===== src/rtl/divider_pkg.sv =====
// Shared types and helpers for the streaming restoring divider.
// State encodings are fixed constants so existing checkers keep matching.
package divider_pkg;

  localparam logic [1:0] IDLE_ENC = 2'd0;
  localparam logic [1:0] BUSY_ENC = 2'd1;
  localparam logic [1:0] DONE_ENC = 2'd2;

  typedef enum logic [1:0] {
    IDLE = IDLE_ENC,
    BUSY = BUSY_ENC,
    DONE = DONE_ENC
  } state_t;

  localparam int MAX_WIDTH = 64;

  function automatic int steps(input int width, input int bpc);
    return width / bpc;
  endfunction

  // Magnitude of a width-bit value; MIN maps to itself, read as 2^(width-1).
  function automatic logic [MAX_WIDTH-1:0] abs_mag(input logic [MAX_WIDTH-1:0] value,
                                                   input logic sign,
                                                   input int width);
    logic [MAX_WIDTH-1:0] mask;
    logic [MAX_WIDTH-1:0] res;
    mask = (width >= MAX_WIDTH) ? '1 : ((MAX_WIDTH'(1) << width) - MAX_WIDTH'(1));
    res  = (sign && value[width-1]) ? (~value + MAX_WIDTH'(1)) : value;
    return res & mask;
  endfunction

endpackage


===== src/rtl/div_step.sv =====
// Combinational block of BITS_PER_CYCLE restoring division steps.
// The partial remainder carries one extra bit so the borrow is the trial MSB.
module div_step
  import divider_pkg::*;
#(
  parameter int WIDTH          = 16,
  parameter int BITS_PER_CYCLE = 1
) (
  input  logic [WIDTH:0]            rem_in,
  input  logic [WIDTH-1:0]          dvd_in,
  input  logic [WIDTH-1:0]          dsr,
  output logic [WIDTH:0]            rem_out,
  output logic [WIDTH-1:0]          dvd_out,
  output logic [BITS_PER_CYCLE-1:0] q_bits
);

  always_comb begin : step_chain
    logic [WIDTH:0]   rem;
    logic [WIDTH:0]   diff;
    logic [WIDTH-1:0] dvd;
    rem    = rem_in;
    dvd    = dvd_in;
    diff   = '0;
    q_bits = '0;
    for (int i = 0; i < BITS_PER_CYCLE; i++) begin
      rem  = {rem[WIDTH-1:0], dvd[WIDTH-1]};
      dvd  = {dvd[WIDTH-2:0], 1'b0};
      diff = rem - {1'b0, dsr};
      // Quotient bits are produced MSB first within the group.
      if (!diff[WIDTH]) begin
        rem                          = diff;
        q_bits[BITS_PER_CYCLE-1-i]   = 1'b1;
      end
    end
    rem_out = rem;
    dvd_out = dvd;
  end

endmodule


===== src/rtl/divider_stream.sv =====
// Streaming signed/unsigned restoring divider with valid/ready on both sides.
// Handshake: a transfer happens on a rising edge where valid && ready; valid is held until then.
module divider_stream
  import divider_pkg::*;
#(
  parameter int WIDTH          = 16,
  parameter int BITS_PER_CYCLE = 1,
  parameter int TAG_WIDTH      = 4
) (
  input  logic                 clk,
  input  logic                 reset_n,
  input  logic                 in_valid,
  output logic                 in_ready,
  input  logic                 in_sign,
  input  logic [WIDTH-1:0]     in_dividend,
  input  logic [WIDTH-1:0]     in_divisor,
  input  logic [TAG_WIDTH-1:0] in_tag,
  output logic                 out_valid,
  input  logic                 out_ready,
  output logic [WIDTH-1:0]     out_quotient,
  output logic [WIDTH-1:0]     out_remainder,
  output logic [TAG_WIDTH-1:0] out_tag,
  output logic                 out_div_by_zero,
  output logic                 out_overflow
);

  localparam int STEPS = steps(WIDTH, BITS_PER_CYCLE);
  localparam int CNT_W = $clog2(STEPS + 1);

  generate
    if (WIDTH < 2 || WIDTH > MAX_WIDTH) begin : g_bad_width
      $error("divider_stream: WIDTH must be in 2..64");
    end
    if (BITS_PER_CYCLE < 1 || (WIDTH % BITS_PER_CYCLE) != 0) begin : g_bad_bpc
      $error("divider_stream: WIDTH must be a multiple of BITS_PER_CYCLE");
    end
    if (TAG_WIDTH < 1) begin : g_bad_tag
      $error("divider_stream: TAG_WIDTH must be at least 1");
    end
  endgenerate

  localparam logic [WIDTH-1:0] MIN_VAL = {1'b1, {(WIDTH-1){1'b0}}};

  state_t               state;
  logic [WIDTH:0]       rem_q;
  logic [WIDTH-1:0]     dvd_q;
  logic [WIDTH-1:0]     dsr_q;
  logic [WIDTH-1:0]     quo_q;
  logic [CNT_W-1:0]     cnt_q;
  logic                 neg_quo_q;
  logic                 neg_rem_q;
  logic                 ovf_q;

  logic [WIDTH:0]          rem_nx;
  logic [WIDTH-1:0]        dvd_nx;
  logic [BITS_PER_CYCLE-1:0] q_bits;
  logic [WIDTH-1:0]        dvd_mag;
  logic [WIDTH-1:0]        dsr_mag;
  logic [WIDTH-1:0]        quo_full;
  logic [WIDTH-1:0]        quo_fix;
  logic [WIDTH-1:0]        rem_fix;

  assign in_ready  = (state == IDLE);
  assign out_valid = (state == DONE);

  assign dvd_mag  = WIDTH'(abs_mag(MAX_WIDTH'(in_dividend), in_sign, WIDTH));
  assign dsr_mag  = WIDTH'(abs_mag(MAX_WIDTH'(in_divisor), in_sign, WIDTH));
  assign quo_full = (quo_q << BITS_PER_CYCLE) | WIDTH'(q_bits);
  // Truncating division: quotient sign from operand signs, remainder follows the dividend.
  assign quo_fix  = neg_quo_q ? -quo_full : quo_full;
  assign rem_fix  = neg_rem_q ? -rem_nx[WIDTH-1:0] : rem_nx[WIDTH-1:0];

  div_step #(
    .WIDTH          (WIDTH),
    .BITS_PER_CYCLE (BITS_PER_CYCLE)
  ) u_step (
    .rem_in  (rem_q),
    .dvd_in  (dvd_q),
    .dsr     (dsr_q),
    .rem_out (rem_nx),
    .dvd_out (dvd_nx),
    .q_bits  (q_bits)
  );

  always_ff @(posedge clk or negedge reset_n) begin
    if (!reset_n) begin
      state           <= IDLE;
      rem_q           <= '0;
      dvd_q           <= '0;
      dsr_q           <= '0;
      quo_q           <= '0;
      cnt_q           <= '0;
      neg_quo_q       <= 1'b0;
      neg_rem_q       <= 1'b0;
      ovf_q           <= 1'b0;
      out_quotient    <= '0;
      out_remainder   <= '0;
      out_tag         <= '0;
      out_div_by_zero <= 1'b0;
      out_overflow    <= 1'b0;
    end else begin
      case (state)
        IDLE: begin
          if (in_valid) begin
            dsr_q        <= dsr_mag;
            dvd_q        <= dvd_mag;
            rem_q        <= '0;
            quo_q        <= '0;
            cnt_q        <= CNT_W'(STEPS);
            neg_quo_q    <= in_sign && (in_dividend[WIDTH-1] ^ in_divisor[WIDTH-1]);
            neg_rem_q    <= in_sign && in_dividend[WIDTH-1];
            ovf_q        <= in_sign && (in_dividend == MIN_VAL) && (in_divisor == '1);
            out_tag      <= in_tag;
            out_overflow <= 1'b0;
            if (in_divisor == '0) begin
              state           <= DONE;
              out_quotient    <= '1;
              out_remainder   <= in_dividend;
              out_div_by_zero <= 1'b1;
            end else begin
              state           <= BUSY;
              out_div_by_zero <= 1'b0;
            end
          end
        end
        BUSY: begin
          rem_q <= rem_nx;
          dvd_q <= dvd_nx;
          quo_q <= quo_full;
          cnt_q <= cnt_q - CNT_W'(1);
          if (cnt_q == CNT_W'(1)) begin
            state         <= DONE;
            out_quotient  <= quo_fix;
            out_remainder <= rem_fix;
            out_overflow  <= ovf_q;
          end
        end
        DONE: begin
          if (out_ready) state <= IDLE;
        end
        default: state <= IDLE;
      endcase
    end
  end

endmodule

===== config.mk =====
export PLATFORM = sky130hd
export DESIGN_NAME = divider_stream
export DESIGN_NICKNAME = d
export VERILOG_FILES = /design/src/rtl/divider_pkg.sv /design/src/rtl/div_step.sv /design/src/rtl/divider_stream.sv
export SDC_FILE = /design/constraint.sdc
export NUM_CORES = 1
export LEC_CHECK = 0
export ABC_AREA = 1
export ABC_CLOCK_PERIOD_IN_PS = 6600
export CORE_MARGIN = 1.5
export CORE_UTILIZATION = 32
export CTS_CLUSTER_SIZE = 28
export DETAILED_ROUTE_END_ITERATION = 16
export HOLD_SLACK_MARGIN = 0.12
export PLACE_DENSITY_LB_ADDON = 0.3
export SYNTH_ARGS = -nofsm -noshare
export SYNTH_HDL_FRONTEND = slang
export SYNTH_SLANG_ARGS = --single-unit

===== constraint.sdc =====
create_clock -name clk -period 6.6 [get_ports clk]
set_clock_uncertainty 0.2 [all_clocks]
set_input_delay 1.32 -clock clk [delete_from_list [all_inputs] [get_ports clk]]
set_output_delay 1.32 -clock clk [all_outputs]
set_load 0.03 [all_outputs]

Yosys cells after proc, flatten, opt, wreduce, memory -nomap -nowiden
Index checks and enable logic that the tools add are counted.

storage, ports and cells
  flip-flop bits (word level) = 111

cells by class
  $add $sub $neg = 6
  eq/ne operators = 9
  multiplexer cells = 31
  bitwise operators = 4
  reduce and logical (&&, ||, !) cells = 13

operators by type and width
  kind                                                                    count
  16-bit 2-to-1 mux                                                       13
  16-bit case mux with 2 select lines                                     4
  16-bit by 1-bit adder with 16-bit output (second input constant)        2
  16-bit equality test (second input constant)                            2
  16-bit negator                                                          2
  16-bit inverter                                                         2
  15-bit case mux with 2 select lines                                     1
  17-bit by 16-bit subtractor with 17-bit output                          1
  16-bit logical NOT                                                      1
  16-bit by 1-bit OR with 16-bit output                                   1
  15-bit 2-to-1 mux                                                       1
  5-bit case mux with 2 select lines                                      1
  2-bit 2-to-1 mux                                                        4
  2-bit case mux with 3 select lines                                      1
  3-bit AND reduction                                                     2
  5-bit by 1-bit equality test with 1-bit output (second input constant)  1
  1-bit logical AND                                                       5
  5-bit 2-to-1 mux                                                        1
  5-bit by 1-bit subtractor with 5-bit output (second input constant)     1
  1-bit 2-to-1 mux                                                        4
  2-bit by 1-bit != test with 1-bit output (second input constant)        2
  2-bit != test (second input constant)                                   2
  2-bit AND reduction                                                     2
  4-bit AND reduction                                                     1
  6 further kinds                                                         6

Logic depth before layout (Yosys ltp)
  word-level depth = 7
  mapped depth = 24
  gate-level depth less buffers = 23

Cells and area by module
Synthesis repeated with hierarchy kept, for this count alone.

unflattened totals
  cell total of the unflattened synthesis = 1126
  area, all modules = 7616.1 sq um

by module, submodules not included
  module          instances  cells an instance  area each (sq um)  sequential area each (sq um)
  divider_stream  1          858                6224.7             2802.7
  div_step        1          268                1391.3             0.0

Least setup slack after synthesis
OpenSTA, ideal clock, no wires.

  path kind = input to register
  start = in in_divisor[0]
  end = reg out_remainder[8]
  setup time = 121 ps
  arrival time = 3010 ps
  data required time = 6279 ps
  setup slack = 3269 ps
  cell stages on the path = 11
  path buffers = 1
  path through = inv_1 -> ha_1 -> inv_1 -> nor4_1 -> nand3_1 -> o31ai_1 -> inv_1 -> nor2_4 -> inv_2 -> buf_2 -> a22o_1

on the way
  word-level cells in the longest chain between the ends = 3

ends and longest elaborated chain
  element                                                    line                   RTL
  from (decl)                                                divider_stream.sv:16   input logic [WIDTH-1:0] in_divisor,
  16-bit logical NOT                                         divider_stream.sv:115  if (in_divisor == '0) begin
  2-bit by 1-bit != test with 1-bit output (no source line)  -
  4-bit AND reduction (no source line)                       -
  to (signal assigned)                                       divider_stream.sv:118  out_remainder <= in_dividend;
  to (signal assigned)                                       divider_stream.sv:134  out_remainder <= rem_fix;
  to (decl)                                                  divider_stream.sv:21   output logic [WIDTH-1:0] out_remainder,

Every way passes these cells.
A chain may end at the register's enable or synchronous reset.

Worst setup path after layout
  start = in in_divisor[0]
  end = reg out_remainder[6]

Same word-level chain as after synthesis.

==> out/results.txt <==
The run finished with clean final reports. Detailed placement ended at an HPWL of 15400 um. Sequential cells were found to cover 38.1% of the synthesized design area. After synthesis the cells add up to 7290 sq um. Largest family of logic cells by synthesized area: simple AND/OR/NAND/NOR gates. The run gives 0 as the initial antenna violation count. The pin slew with the least headroom to its limit was 0.887 ns; the count of flip-flops with a built-in enable after synthesis was 0. Of the cells placed in the final design, the portion with a size suffix greater than 1 is 8.35%.

After detailed routing, the total wire length is 20700 um. The worst path needs 4.52 ns of the cycle, external delays included. The final route contains 6722 vias. In this run the register-to-register setup slack is 2.73 ns. Startpoint of the lowest-slack register-to-register path: dvd_q[15]$_DFFE_PN0P_. The maximum fanout count along the critical path is 35, and the gate count after technology mapping is 1002.

The number of global-route vias before repair came out at 6464. The top cell types in the final layout, fill and taps aside, are nand2_1, inv_1, dfrtp_1. At the worst endpoint, the required time is 6.68 ns.

The tools report the antenna diode count as 0. Mean cell area of the mapped netlist: 7.27 sq um. The clock buffer count from CTS came out at 9.

The run gives 221 MHz as the fmax. The sum of overflow across all layers after global routing is 0, and the number of cells upsized or downsized after cts is 0. STA classifies the critical path startpoint as an input pin.

Number of nets at the end of the flow: 1126. The tools report the setup violation total in the final timing report as 0. In the final routed layout, each cell accounts on average for 15.3 um. The count of final hold-check violations is 0. After Yosys synthesis, full adders, half adders and majority gates account for 4.22% of the synthesized area. The die covers 23700 sq um. Launching element of the worst setup path: in_divisor[0].

The net count of the mapped netlist is 1067, and the fill cell instance count of the final layout is 2340. The relative area change from synthesis to final layout is 18.2%, and the count of input and output buffers is 80. At the worst endpoint, the arrival time is 4.60 ns. After clock tree synthesis, the clock-pin slew on the worst setup and hold paths is 0.07 ns. CTS built an H-tree with a depth of 3. The tools report the number of violations of the max-capacitance limit as 0. The total setup buffers inserted after CTS was 0; the row count was 55. The worst hold path begins at out_quotient[9]$_DFFE_PN0P_. Counting flops and latches in the post-synthesis netlist gives 111. In the synthesized netlist the async set-or-reset flop fraction comes to 100%.

The max-slew violation total from the final report came out at 0. The normalized max-slew margin was 40.9%. The cts-stage hold buffer count is 0, and the routability-driven placement congestion ratio is 0.839. The worst setup path is of the input pin to flop kind. In this run the remaining antenna-violating nets after routing total 0. Among all flip-flop cells after synthesis, the most frequent one is dfrtp_1.

The number of DRC markers in iteration 0 was 450. The tools report the warning count from the yosys run as 0. The count of cell types in the netlist is 51, and the clock latency of the later-clocked register in the worst-skew pair is 0.36 ns.

The first global-routing pass estimated 33900 um of wire. From bottom edge to top edge, the die measures 154 um. The logs give 22500 sq um for the core outline area and 32.4% for the initial standard-cell utilization of the core.

The via count normalized by instance count works out to 4.98. The clock passes through at most 2 buffers. The worst path uses 68.5% of the clock period. Clock tree synthesis found a total of 111 sinks.

The total routing usage reported by global routing is 18.0%. The path class of the tightest hold or removal check is flop to flop. The first detailed-routing pass took 8 iterations. Entering global routing, the biggest net connects 74 pins. Setup total negative slack on the finished layout was measured at 0 ns. The tools report the DRC violation count after routing as 0. The tools report the cell at the root of the clock tree as clkbuf_16. The die width was 154 um; the share of the synthesized netlist area taken by xor and xnor gates was 2.76%. Of the total synthesized cell area, the portion taken by AND, OR, NAND and NOR gates is 29.2%.

TritonCTS built the clock tree. Multiplexer cells account for 0% of the synthesized area. The most common cell after layout, fill and taps aside is nand2_1. Pin placement for this block handled 81 I/O pins. Setup repair after global routing left no endpoint under its margin. STA classifies the critical path endpoint as a flop.

Compound-cell area share of the yosys netlist: 15.8%.
-- registers in the layout (all words and copies together) (netlist names) --
signal,cells
dsr_q,16
dvd_q,16
out_quotient,16
out_remainder,16
rem_q,16
quo_q,15
cnt_q,5
out_tag,4
state,2
neg_quo_q,1
neg_rem_q,1
out_div_by_zero,1
out_overflow,1
ovf_q,1
-- area by class of cell --
class / count / area (sq um) / share of cell area (%)
Sequential cell: 111 / 2780 / 32.2
Clock buffer: 10 / 229 / 2.66
Timing Repair Buffer: 85 / 836 / 9.70
Clock inverter: 6 / 68.8 / 0.799
Multi-Input combinational cell: 708 / 3800 / 44.1
Inverter: 146 / 548 / 6.36
Tap cell: 285 / 357 / 4.14
-- stage by stage --
step / hold slack, ns / std cells / util, % / area (sq um) / setup WS, ns
after global placement: 0.270 / 1335 / 37.0 / 8320 / 1.82
after global routing: 0.308 / 1351 / 38.3 / 8620 / 1.61
final: 0.285 / 1351 / 38.3 / 8620 / 2.08
after floorplan: 0.248 / 1002 / - / 7290 / 3.27
after CTS: 0.291 / 1351 / 38.3 / 8620 / 2.10
after detailed placement: 0.265 / 1335 / 37.0 / 8320 / 1.72
-- cell usage after synthesis (6+ instances only) --
library cell | count | area, sq um
nand2_1 | 237 | 890
inv_1 | 135 | 507
dfrtp_1 | 111 | 2780
nor2_1 | 78 | 293
nand3_1 | 64 | 320
o21ai_0 | 62 | 310
a21oi_1 | 47 | 235
o22ai_1 | 30 | 188
clkbuf_1 | 27 | 101
ha_1 | 23 | 288
nand2_2 | 23 | 144
nor3_1 | 18 | 90.1
nand4_1 | 13 | 81.3
xor2_1 | 12 | 105
inv_2 | 11 | 41.3
xnor2_1 | 11 | 96.3
o211ai_1 | 10 | 75.1
a31oi_1 | 7 | 43.8
nor4_1 | 7 | 43.8
o31ai_1 | 7 | 52.6
nand2_4 | 6 | 67.6
-- kinds of logic after synthesis --
group	Yosys count
compound gates	193
xor+xnor	23
fa+ha+maj	24
buf+inv	183
flops	111
simple gates	468
-- critical path, stage by stage --
cell and delay [ns]:
clkdlybuf4s50_1 0.44, inv_1 0.11, ha_1 0.17, inv_1 0.06, nor4_1 0.47, nand3_1 0.25, o31ai_1 0.25, inv_1 0.10
nor2_4 0.48, inv_2 0.43, a21oi_1 0.23, o31ai_1 0.09, o21ai_0 0.17
-- final timing paths --
path,depth (start not counted),end
worst min register to register,2,out_quotient[9]$_DFFE_PN0P_
worst min-delay path,2,out_quotient[9]$_DFFE_PN0P_
worst max register to register,19,out_quotient[12]$_DFFE_PN0P_
worst max-delay path,13,out_remainder[6]$_DFFE_PN0P_
min in group asynchronous,1,out_quotient[12]$_DFFE_PN0P_
max in group asynchronous,2,dsr_q[7]$_DFFE_PN0P_
-- layer usage --
| layer | share of wire [%] | wire length, um | track usage [%] | vias to the layer above |
|---|---|---|---|---|
| met5 | 0 | 0 | 0 | - |
| li1 | - | - | - | 3409 |
| met1 | 50 | 10300 | 25.7 | 3121 |
| met4 | 1.3 | 263 | 4.53 | 0 |
| met3 | 4.7 | 971 | 2.79 | 18 |
| met2 | 44 | 9190 | 28.5 | 174 |
Power is not shown: default switching activity piles up to over one toggle a cycle in this logic, so the estimate is an artifact.
